`config.mk`:
```
export PLATFORM = sky130hd
export DESIGN_NAME = alu_pipe
export DESIGN_NICKNAME = d
export VERILOG_FILES = /design/src/rtl/alu_pipe.sv
export SDC_FILE = /design/constraint.sdc
export NUM_CORES = 1
export LEC_CHECK = 0
export CORE_ASPECT_RATIO = 2
export CORE_UTILIZATION = 45
export CTS_CLUSTER_DIAMETER = 30
export CTS_CLUSTER_SIZE = 25
export DETAILED_ROUTE_END_ITERATION = 6
export PLACE_DENSITY_LB_ADDON = 0.1
export SLEW_MARGIN = 10
export SYNTH_ARGS = -nofsm -noshare
export SYNTH_HDL_FRONTEND = slang
export SYNTH_SLANG_ARGS = --single-unit
```
`constraint.sdc`:
```
create_clock -name clk -period 4.6 [get_ports clk]
set_clock_uncertainty 0.15 [all_clocks]
set_input_delay 1.38 -clock clk [delete_from_list [all_inputs] [get_ports clk]]
set_output_delay 1.38 -clock clk [all_outputs]
set_load 0.03 [all_outputs]
```
`src/rtl/alu_pipe.sv`:
```
// Registered ALU with valid/ready issue and an iterative shift-add multiplier.
// Single-cycle ops: capture on the accept edge, result on the next edge. MUL holds i_ready low for WIDTH cycles.
module alu_pipe #(
    parameter int WIDTH   = 16,
    parameter int RD_BITS = 4,
    parameter int PC_IDX  = 15
) (
    input  logic               clk,
    input  logic               rst,
    input  logic               i_valid,
    output logic               i_ready,
    input  logic [WIDTH-1:0]   opr_a,
    input  logic [WIDTH-1:0]   opr_b,
    input  logic [3:0]         alu_op,
    input  logic [RD_BITS-1:0] i_sel_rd,
    input  logic               i_sel_d,
    input  logic               i_ts,
    output logic [WIDTH-1:0]   result,
    output logic               o_valid,
    output logic               wr_pc,
    output logic               wr_reg,
    output logic               wr_qp,
    output logic               o_ts,
    output logic [RD_BITS-1:0] o_sel_rd,
    output logic [3:0]         flags
);
    localparam int SH = $clog2(WIDTH);

    localparam logic [3:0] OP_ADD = 4'h0, OP_SUB = 4'h1, OP_AND = 4'h2, OP_OR = 4'h3,
                           OP_XOR = 4'h4, OP_SHL = 4'h5, OP_SHR = 4'h6, OP_SAR = 4'h7,
                           OP_MUL = 4'h8, OP_CEQ = 4'h9, OP_CLT = 4'hA, OP_CLTU = 4'hB,
                           OP_PASSB = 4'hC;

    typedef enum logic {S_IDLE, S_BUSY} state_t;

    state_t               state_q, state_d;
    logic [SH-1:0]        cnt_q, cnt_d;
    logic [WIDTH-1:0]     mcand_q, mcand_d, mplier_q, mplier_d, acc_q, acc_d;
    logic                 s1_vld_q, s1_vld_d;
    logic [WIDTH-1:0]     a_q, a_d, b_q, b_d;
    logic [3:0]           op_q, op_d;
    logic [RD_BITS-1:0]   rd_q, rd_d;
    logic                 seld_q, seld_d, ts_q, ts_d;
    logic [WIDTH-1:0]     result_q, result_d;
    logic                 o_valid_q, o_valid_d, wr_pc_q, wr_pc_d, wr_reg_q, wr_reg_d;
    logic                 wr_qp_q, wr_qp_d, o_ts_q, o_ts_d;
    logic [RD_BITS-1:0]   o_sel_rd_q, o_sel_rd_d;
    logic [3:0]           flags_q, flags_d;

    logic                 accept, mul_done, comp_vld;
    logic [SH-1:0]        amt;
    logic [WIDTH:0]       sum, dif, shl, shr;
    logic signed [WIDTH:0] sar_in, sar;
    logic [WIDTH-1:0]     acc_step, res_c, nz_src;
    logic                 c_c, v_c, cmp_c, wr_ok, flag_ok, is_cmp, v_add, v_sub;

    assign i_ready  = (state_q == S_IDLE);
    assign accept   = i_valid && i_ready;
    assign mul_done = (state_q == S_BUSY) && (cnt_q == '0);
    assign comp_vld = s1_vld_q || mul_done;

    always_comb begin
        amt      = b_q[SH-1:0];
        sum      = {1'b0, a_q} + {1'b0, b_q};
        dif      = {1'b0, a_q} - {1'b0, b_q};
        shl      = {1'b0, a_q} << amt;
        shr      = {a_q, 1'b0} >> amt;
        sar_in   = {a_q, 1'b0};
        sar      = sar_in >>> amt;
        v_add    = (a_q[WIDTH-1] == b_q[WIDTH-1]) && (sum[WIDTH-1] != a_q[WIDTH-1]);
        v_sub    = (a_q[WIDTH-1] != b_q[WIDTH-1]) && (dif[WIDTH-1] != a_q[WIDTH-1]);
        acc_step = acc_q + (mplier_q[0] ? mcand_q : '0);

        res_c   = '0;
        c_c     = 1'b0;
        v_c     = 1'b0;
        cmp_c   = 1'b0;
        wr_ok   = 1'b1;
        flag_ok = 1'b1;
        is_cmp  = 1'b0;
        case (op_q)
            OP_ADD:   begin res_c = sum[WIDTH-1:0]; c_c = sum[WIDTH]; v_c = v_add; end
            OP_SUB:   begin res_c = dif[WIDTH-1:0]; c_c = ~dif[WIDTH]; v_c = v_sub; end
            OP_AND:   res_c = a_q & b_q;
            OP_OR:    res_c = a_q | b_q;
            OP_XOR:   res_c = a_q ^ b_q;
            OP_SHL:   begin res_c = shl[WIDTH-1:0]; c_c = shl[WIDTH]; end
            OP_SHR:   begin res_c = shr[WIDTH:1]; c_c = shr[0]; end
            OP_SAR:   begin res_c = sar[WIDTH:1]; c_c = sar[0]; end
            OP_MUL:   res_c = acc_step;
            OP_CEQ, OP_CLT, OP_CLTU: begin
                is_cmp = 1'b1;
                wr_ok  = 1'b0;
                c_c    = ~dif[WIDTH];
                v_c    = v_sub;
                if (op_q == OP_CEQ)
                    cmp_c = (a_q == b_q);
                else if (op_q == OP_CLT)
                    cmp_c = ($signed(a_q) < $signed(b_q));
                else
                    cmp_c = dif[WIDTH];
            end
            OP_PASSB: res_c = b_q;
            default:  begin wr_ok = 1'b0; flag_ok = 1'b0; end
        endcase
        // Compares report N/Z of A-B even though their result is forced to zero
        nz_src = is_cmp ? dif[WIDTH-1:0] : res_c;
    end

    always_comb begin
        state_d  = state_q;
        cnt_d    = cnt_q;
        mcand_d  = mcand_q;
        mplier_d = mplier_q;
        acc_d    = acc_q;
        s1_vld_d = 1'b0;
        a_d      = a_q;
        b_d      = b_q;
        op_d     = op_q;
        rd_d     = rd_q;
        seld_d   = seld_q;
        ts_d     = ts_q;
        if (accept) begin
            a_d    = opr_a;
            b_d    = opr_b;
            op_d   = alu_op;
            rd_d   = i_sel_rd;
            seld_d = i_sel_d;
            ts_d   = i_ts;
            if (alu_op == OP_MUL) begin
                state_d  = S_BUSY;
                cnt_d    = SH'(WIDTH - 1);
                mcand_d  = opr_a;
                mplier_d = opr_b;
                acc_d    = '0;
            end else begin
                s1_vld_d = 1'b1;
            end
        end else if (state_q == S_BUSY) begin
            acc_d    = acc_step;
            mcand_d  = mcand_q << 1;
            mplier_d = mplier_q >> 1;
            cnt_d    = cnt_q - 1'b1;
            if (cnt_q == '0)
                state_d = S_IDLE;
        end

        o_valid_d  = comp_vld;
        result_d   = comp_vld ? res_c : result_q;
        wr_pc_d    = comp_vld && wr_ok && seld_q && (rd_q == RD_BITS'(PC_IDX));
        wr_reg_d   = comp_vld && wr_ok && seld_q && (rd_q != RD_BITS'(PC_IDX));
        wr_qp_d    = comp_vld && wr_ok && !seld_q;
        o_ts_d     = comp_vld ? (ts_q && cmp_c) : o_ts_q;
        o_sel_rd_d = comp_vld ? rd_q : o_sel_rd_q;
        flags_d    = (comp_vld && flag_ok) ?
                     {nz_src[WIDTH-1], (nz_src == '0), c_c, v_c} : flags_q;
    end

    always_ff @(posedge clk) begin
        if (rst) begin
            state_q    <= S_IDLE;
            cnt_q      <= '0;
            mcand_q    <= '0;
            mplier_q   <= '0;
            acc_q      <= '0;
            s1_vld_q   <= 1'b0;
            a_q        <= '0;
            b_q        <= '0;
            op_q       <= '0;
            rd_q       <= '0;
            seld_q     <= 1'b0;
            ts_q       <= 1'b0;
            result_q   <= '0;
            o_valid_q  <= 1'b0;
            wr_pc_q    <= 1'b0;
            wr_reg_q   <= 1'b0;
            wr_qp_q    <= 1'b0;
            o_ts_q     <= 1'b0;
            o_sel_rd_q <= '0;
            flags_q    <= '0;
        end else begin
            state_q    <= state_d;
            cnt_q      <= cnt_d;
            mcand_q    <= mcand_d;
            mplier_q   <= mplier_d;
            acc_q      <= acc_d;
            s1_vld_q   <= s1_vld_d;
            a_q        <= a_d;
            b_q        <= b_d;
            op_q       <= op_d;
            rd_q       <= rd_d;
            seld_q     <= seld_d;
            ts_q       <= ts_d;
            result_q   <= result_d;
            o_valid_q  <= o_valid_d;
            wr_pc_q    <= wr_pc_d;
            wr_reg_q   <= wr_reg_d;
            wr_qp_q    <= wr_qp_d;
            o_ts_q     <= o_ts_d;
            o_sel_rd_q <= o_sel_rd_d;
            flags_q    <= flags_d;
        end
    end

    assign result   = result_q;
    assign o_valid  = o_valid_q;
    assign wr_pc    = wr_pc_q;
    assign wr_reg   = wr_reg_q;
    assign wr_qp    = wr_qp_q;
    assign o_ts     = o_ts_q;
    assign o_sel_rd = o_sel_rd_q;
    assign flags    = flags_q;

endmodule

```
# Word level (Yosys, flattened, before mapping)
# Cells that the tools add are included.
word_totals:
  ff_bits: 125
  inputBits: 45
  output_inout_bits: 30
  wordCells: 106
op_classes:
  add_sub_neg: 4
  order_cmp: 1
  n_eq_ne: 21
  n_shift: 3
  muxes: 28
  bitwise: 6
  reduce_logical: 23
ops:
  columns: ["operator", "n"]
  rows:
  - ["$mux W16", 11]
  - ["$pmux W16 S10", 1]
  - ["$eq A4 B4 Y1 const B", 7]
  - ["$add A16 B16 Y17", 1]
  - ["$shl A16 B4 Y17", 1]
  - ["$shr A17 B4 Y17", 1]
  - ["$sshr A17 B4 Y17", 1]
  - ["$sub A16 B16 Y17", 1]
  - ["$add A16 B16 Y16", 1]
  - ["$and A16 B16 Y16", 1]
  - ["$eq A16 B16 Y1", 1]
  - ["$eq A4 B3 Y1 const B", 4]
  - ["$logic_not A16 Y1", 1]
  - ["$lt A16 B16 Y1", 1]
  - ["$or A16 B16 Y16", 1]
  - ["$xor A16 B16 Y16", 1]
  - ["$reduce_or A13 Y1", 1]
  - ["$mux W4", 3]
  - ["$logic_and A1 B1 Y1", 11]
  - ["$mux W1", 11]
  - ["$reduce_or A10 Y1", 1]
  - ["$eq A4 B2 Y1 const B", 2]
  - ["$logic_not A4 Y1", 2]
  - ["$pmux W1 S5", 1]
  - ["15 further kinds", 19]

# Longest topological paths before layout
# Gate-level depths: netlist of the first run.
logic_depth:
  ltp_word: 6
  depth_mapped: 16
  ltp_nobuf: 13

# Least setup slack after synthesis of the first run
# No wires, ideal clock.
synth_timing:
  kind: "register to register"
  start: "register b_q[2]"
  end: "register flags_q[2] (netlist: flags[2])"
  setup_ns: 0.079
  arrival_time_ns: 3.194
  required_ns: 4.371
  setup_slack_ns: 1.177
  path_stages_with_launch: 17
  n_path_buf: 4
  synth_period_minus_slack_ns: 3.423
  path_cell_list: "dfxtp_1 buf_2 buf_4 inv_1 buf_2 ha_1 buf_4 o21bai_2 a2111oi_4 nor2_1 nand2b_4 a2111oi_0 and4bb_2 a21oi_1 nor4_1 nand4_1 a211oi_2"
synth_between:
  elab_chain_len: 4
  word_cells_on_any_way: 11
  classes_between: "add/sub (2); shift (3); mux (2); bitwise (3); reduce/logical (1)"
synth_lines:
  columns: ["item", "line", "source"]
  rows:
  - ["start: declaration", "40", "logic [WIDTH-1:0] a_q, a_d, b_q, b_d;"]
  - ["start signal: assignment", "168", "b_q <= '0;"]
  - ["start signal: assignment", "189", "b_q <= b_d;"]
  - ["$sub A16 B16 Y17, or another cell as far along", "65", "dif = {1'b0, a_q} - {1'b0, b_q};"]
  - ["$pmux W16 S10", "81", "case (op_q)"]
  - ["$mux W16 *", "107", "nz_src = is_cmp ? dif[WIDTH-1:0] : res_c;"]
  - ["$logic_not A16 Y1 *", "156", "{nz_src[WIDTH-1], (nz_src == '0), c_c, v_c} : flags_q;"]
  - ["end signal: assignment", "201", "flags_q <= flags_d;"]
  - ["end: declaration", "48", "logic [3:0] flags_q, flags_d;"]
# Every way passes the cells marked *; elsewhere a longest branch is shown, timed or not.
# A chain may end at the register's enable or synchronous reset.

# Worst setup path in the final report of the first run
layout_timing:
  start: "register b_q[4]"
  end: "register flags_q[2] (netlist: flags[2])"
layout_between:
  elab_chain_len: 4
  word_cells_on_any_way: 8
  classes_between: "add/sub (2); mux (2); bitwise (3); reduce/logical (1)"
layout_lines:
  columns: ["item", "line"]
  rows:
  - ["$sub A16 B16 Y17, or another cell as far along", "65"]
  - ["$pmux W16 S10", "81"]
  - ["$mux W16 *", "107"]
  - ["$logic_not A16 Y1 *", "156"]
# Marked as above.

==> results of run 1 <==
-- placed cells by master, fill, tap and decap left out, types with 5 or more instances in the layout --
master           instances
a2bb2oi_1                6
a31oi_1                 10
a211oi_1                28
a21o_1                  12
xor2_1                   8
and2_1                  18
and3_1                  16
ha_1                    66
dfxtp_1                122
mux4_2                  16
nor4_1                   6
a221oi_1                 9
o221ai_1                 6
o22ai_1                 12
a22oi_1                 15
nand3_1                 24
inv_6                    5
clkdlybuf4s50_1         73
o21ai_0                 30
buf_4                   68
o211ai_1                13
a311oi_1                33
xnor2_1                 31
nor3_1                  23
nor2b_1                 15
o31ai_1                  9
a21oi_1                129
mux2i_1                 29
nand4_1                  8
o21a_1                   8
mux2_4                   6
clkbuf_16               17
nand2b_1                15
nand2_1                199
nor2_1                 138
inv_1                   48
nor3b_1                  8
a2111oi_0                7
buf_12                   5
-- power by group --
group | internal, mW | switching, mW | total, mW
Sequential | 1.13 | 0.0586 | 1.19
Combinational | 0.372 | 0.634 | 1.01
Clock | 0.804 | 0.566 | 1.37
-- through the flow --
stage	setup WS (ps)	util (%)	hold slack [ps]
final	338.4	53.62	284.4
after global routing	132.3	53.61	311.3
after CTS	531.1	53.58	287.0
after detailed placement	555.1	51.00	278.0
after global placement	610.9	51.00	274.5
after floorplan	1177	-	260.0
-- final cells by class --
class                           instances  share of cell area, %
Multi-Input combinational cell       1055                  58.99
Inverter                               51                  1.597
Sequential cell                       125                  20.64
Timing Repair Buffer                  146                  11.05
Tap cell                              280                  2.886
Clock inverter                         14                  1.309
Clock buffer                           17                  3.504
Antenna cell                            1                0.02061
-- cells by family (layout without fill, tap and decap cells) --
family	Yosys count	count (layout)
compound gates	389	389
xor+xnor	39	39
fa+ha+maj	69	69
buf+inv	155	228
flops	125	125
mux	54	54
other cells	0	1
simple gates	504	504
-- worst max-delay path, cell delays in order, from the launching register on --
cell	delay, ps
dfxtp_1	440
buf_4	240
ha_1	310
a2111oi_0	440
o21ai_0	300
a31oi_1	970
nand2b_1	200
a21oi_1	100
nand2_1	100
nand2_1	70
a221oi_2	440
nand4_1	180
a211oi_2	240
-- metal layers --
metal / wire, um / global-route usage [%] / share of wire, % / up-vias
li1: - / - / - / 4962
met1: 15840 / 41.40 / 35 / 5080
met2: 21830 / 64.28 / 48 / 502
met3: 3443 / 12.00 / 7.6 / 234
met4: 4459 / 34.71 / 9.8 / 2
met5: 12 / 0.4464 / 0.026 / -
-- final timing paths --
path | startpoint | endpoint | slack, ps | cells past startpoint
max reg2reg | b_q[4]$_SDFFE_PP0P_ | flags[2]$_SDFFE_PP0P_ | 340 | 12
max | b_q[4]$_SDFFE_PP0P_ | flags[2]$_SDFFE_PP0P_ | 340 | 12
min reg2reg | seld_q$_SDFFE_PP0P_ | wr_qp$_SDFF_PP0_ | 280 | 1
min | seld_q$_SDFFE_PP0P_ | wr_qp$_SDFF_PP0_ | 280 | 1
-- cell usage after synthesis (8+ instances only) --
cell type	n
xor2_1	8
o22ai_1	12
a211oi_1	28
nor2b_1	16
inv_1	48
o21ai_0	30
nand4_1	8
nand3_1	24
a21oi_1	129
a221oi_1	9
a21o_1	12
a311oi_1	33
nor3b_1	8
xnor2_1	31
ha_1	66
clkbuf_1	61
o21a_1	8
and2_1	18
dfxtp_1	125
o31ai_1	9
buf_2	23
and3_1	16
mux4_2	16
nand2_1	201
nor2_1	138
a22oi_1	15
mux2i_1	29
buf_4	8
a31oi_1	10
o211ai_1	13
nor3_1	23
nand2b_1	15
buf_6	8
==> flow_metrics.tcl, run 1 <==
set metrics [dict create \
    die_w_um 109.2 \
    cts_max_level 4 \
    final_cells 1689 \
    p_leak_nw 4.660 \
    final_hold_viol_count 0 \
    synth.distinct_cells 96 \
    regArea_mm2 0.002506 \
    synth.area.mux_share_pct 7.637 \
    cts.sink_count 125 \
    setup_viol_count_final 0 \
    power_density_mw_per_mm2 293.7 \
    dp.cells 1657 \
    crit_fanout 8 \
    routabilityCongestion 1.070 \
    cp.arrival_ps 4480 \
    cts_buffers 17 \
    drtIter0Drc 1052 \
    rsz0062_at_grt "no" \
    grt_use_total_pct 40.03 \
    grt_pass1_wl_mm 67.47 \
    synth_xor_area_share_pct 3.304 \
    clock-root-buffer "clkbuf_16" \
    antenna_found_initial 2 \
    dieHeight_um 216.3 \
    drtPass1Iterations 7 \
    critical_path_class "flop to flop" \
    finalCritPeriodShare_pct 92.64 \
    wirelength_mm 45.59 \
    clockBufferDepth 2 \
    post-route-min-period_ps 4262 \
    areaGrowthSynthToFinish_pct 17.44 \
    rows 78 \
    route.detailed.drc 0 \
    ys_ff_latch 125 \
    multi_input_area_mm2 0.007162 \
    startpoint_type "flop" \
    synth-simple-area-share_pct 22.75 \
    initial_utilization_pct 45.66 \
    io_pins 75 \
    yosys.area.top_type_share_pct 24.21 \
    holdBufCountCts 0 \
    clkTransAtPathRegs_ps 60 \
    drtAntennaViolNets 0 \
    fillers 2280 \
    synth_compound_gate_area_share_pct 26.71 \
    core_area_mm2 0.02264 \
    status "completed" \
    port_buffers 74 \
    clkLatencyLatePin_ps 450 \
    post_dp_cell_area_mm2 0.01155 \
    vias 10780 \
    worst_slew_pin_slew_ps 1126 \
    die_area_mm2 0.02362 \
    required_ps 4820 \
    cp-end-kind "flop" \
    fin_tns_setup_ps 0 \
    synth_edf_count 0 \
    final_cell_area_mm2 0.01214 \
    wl_per_cell_um 26.99 \
    yosys_warnings 0 \
    drv_slew 0 \
    grt_pass1_vias 10650 \
    yosys-top-cells-area "dfxtp_1 (24%), ha_1 (8.0%), nand2_1 (7.3%)" \
    synth_top_family_by_area "compound AO/OA/AOI/OAI gates" \
    synth_nets 1449 \
    synth_cells 1335 \
    synthAdderAreaFrac_pct 8.569 \
    synth_area_per_cell_um2 7.743 \
    cts_resized 0 \
    power_mw 3.565 \
    cts_tree "done" \
    synth_flop_cell "dfxtp_1" \
    layout.nets 1510 \
    hold_path.class "flop to flop" \
    slew_headroom_pct 24.60 \
    hpwl_mm 34.23 \
    ys_async_sr_fraction_pct 0 \
    drive_above_1_share_pct 11.93 \
    fmax_mhz 234.7 \
    cap_violations 0 \
    synth_area_leader_cell "dfxtp_1" \
    grt_max_degree 59 \
    synth_area_mm2 0.01034 \
    vdd_ir_drop_max_v 0.0003088 \
    avgViaCountPerCell 6.382 \
    post_cts_buffers 0 \
    ys_seq_area_share_pct 24.21 \
    grt.overflow.total 0 \
]
Note: power is estimated with default switching activity, not from simulation.
==> run 2, diff against run 1 <==
TNS_END_PERCENT = 100   (was not set)
clock period = 5 ns   (was 4.6 ns; I/O delays follow)
==> run 2 against run 1 <==
  * Register-to-register slack gained 310 ps
  * Non-clock buffer count shrank 17
  * Global-route usage shrank 3.3 points
  * Largest cell class unchanged
  * Sequential share of layout area grew 0.28 points
  * Final cell count shrank 0.95%
  * Routed wire length shrank 8.9%
  * Worst hold slack gained 6.2 ps
  * Cell area shrank 1.3%
  * Die area is the same
  * Critical endpoint unchanged
  * Largest power group unchanged
  * Combinational power shrank 14%
  * Critical path depth is the same
  * Flip-flop and latch count is the same
==> flow_metrics.tcl, run 2 (synthesized netlist as in run 1, its figures left out) <==
set metrics [dict create \
    top_layer "met4" \
    route.detailed.drc 0 \
    cts_resized 0 \
    finalCritPeriodShare_pct 86.99 \
    cts_buffers 17 \
    drive_above_1_share_pct 10.85 \
    slew_headroom_pct 20.50 \
    required_ps 5150 \
    routabilityCongestion 1.051 \
    cts.sink_count 125 \
    r2r_setup_slack_ps 650 \
    drtAntennaViolNets 0 \
    die_w_um 109.2 \
    post_cts_buffers 0 \
    grt_pass1_vias 10530 \
    status "completed" \
    clock_power_share_pct 39.8 \
    cap_violations 0 \
    regArea_mm2 0.002506 \
    clkLatencyLatePin_ps 440 \
    clockBufferDepth 2 \
    drtPass1Iterations 5 \
    rsz0062_at_grt "no" \
    holdBufCountCts 0 \
    layout.nets 1493 \
    avgViaCountPerCell 6.316 \
    hpwl_mm 31.94 \
    fin_util_pct 52.91 \
    cts_max_level 4 \
    wl_per_cell_um 24.83 \
    multi_input_area_mm2 0.007157 \
    core_area_mm2 0.02264 \
    fmax_mhz 229.9 \
    worst_slew_pin_slew_ps 1176 \
    antenna_found_initial 1 \
    final_common_cell "nand2_1" \
    grt_use_total_pct 36.75 \
    whs_ps 290.6 \
    wl_met2_mm 20.55 \
    p_sw_mw 1.133 \
    wirelength_mm 41.53 \
    clkTransAtPathRegs_ps 60 \
    dr_wl_met3_mm 2.631 \
    vias 10570 \
    dp.cells 1640 \
    initial_utilization_pct 45.66 \
    areaGrowthSynthToFinish_pct 15.88 \
    drv_slew 0 \
    port_buffers 74 \
    final_hold_viol_count 0 \
    fillers 2322 \
    final_cell_area_mm2 0.01198 \
    hold_depth 1 \
    post_dp_cell_area_mm2 0.01136 \
    startpoint_type "flop" \
    clock-root-buffer "clkbuf_16" \
    pre_cts_slack_ps 888.0 \
    final_cells 1673 \
    cp.arrival_ps 4500 \
    switching_share_pct 34.63 \
    timing.rr.start "op_q[2]$_SDFFE_PP0P_" \
    critical_path_class "flop to flop" \
    grt_pass1_wl_mm 63.08 \
    dieHeight_um 216.3 \
    reg2reg_to "flags[2]$_SDFFE_PP0P_" \
    power_density_mw_per_mm2 273.0 \
    final_cell_mix "nand2_1 (199), nor2_1 (138), a21oi_1 (129)" \
    wl_met1_mm 14.49 \
    cp-end-kind "flop" \
    hold_path.class "flop to flop" \
    fin_tns_setup_ps 0 \
    grt_max_degree 68 \
    io_pins 75 \
    pwr-share-comb_pct 26.5 \
    post-route-min-period_ps 4350 \
    worstHoldEndpoint "wr_qp$_SDFF_PP0_" \
    setup_viol_count_final 0 \
    seqPwrFrac_pct 33.7 \
    cts_tree "done" \
    grt.overflow.total 0 \
    rows 78 \
    hold_path.startpoint "seld_q$_SDFFE_PP0P_" \
    vdd_ir_drop_max_v 0.0002448 \
    power_mw 3.270 \
    drtIter0Drc 882 \
    ff2ff_path_depth 12 \
    internal-power_mw 2.138 \
    setup_slack_ps 650.5 \
    die_area_mm2 0.02362 \
    crit_fanout 26 \
    p_leak_nw 4.580 \
]
[run 2: changes by cell type in the layout (fill, tap and decap cells not counted), moves of 2 or more]
cell        change
clkinvlp_4      -2
clkbuf_8        +2
buf_4          -13
buf_12          -4
[run 2: worst max path at each step]
stage	from	end	slack (ps)	cells after the start
detailed placement	alu_op[0]	mplier_q[11]$_SDFFE_PP0P_	890	8
global placement	alu_op[0]	mcand_q[1]$_SDFFE_PP0P_	910	8
global route	b_q[4]$_SDFFE_PP0P_	flags[2]$_SDFFE_PP0P_	410	14
finish	op_q[2]$_SDFFE_PP0P_	flags[2]$_SDFFE_PP0P_	650	12
CTS	b_q[2]$_SDFFE_PP0P_	flags[2]$_SDFFE_PP0P_	900	13
floorplan	b_q[2]$_SDFFE_PP0P_	flags[2]$_SDFFE_PP0P_	1580	16
[run 2: cell type report]
class	instances	area share, %
Tap cell	280	2.925
Multi-Input combinational cell	1055	59.75
Antenna cell	1	0.02089
Timing Repair Buffer	129	9.714
Inverter	51	1.619
Clock buffer	19	3.781
Sequential cell	125	20.92
Clock inverter	13	1.274
[run 2: per-layer routing]
layer / GRT usage, % / vias to the layer above
li1: - / 4940
met1: 37.50 / 5053
met2: 61.64 / 391
met3: 9.895 / 183
met4: 29.24 / 0
met5: 0 / -
[run 2: critical path: stages, from the launching register on]
cell and delay, ps:
dfxtp_1 990, nor2b_1 700, buf_4 300, nand2_1 100
nor3_1 850, a31oi_1 100, o221ai_1 140, a211oi_1 110
o211ai_1 290, nor4_1 130, buf_4 160, nand4_1 90
a211oi_2 70
[run 2: power by group through the flow]
stage / combinational (mW) / sequential (mW) / clock, mW
after detailed placement: 0.843 / 1.12 / 0
after floorplan: 0.534 / 1.12 / 0
final: 0.868 / 1.10 / 1.30
after global routing: 0.926 / 1.11 / 1.35
after global placement: 0.841 / 1.12 / 0
after CTS: 0.846 / 1.10 / 1.31
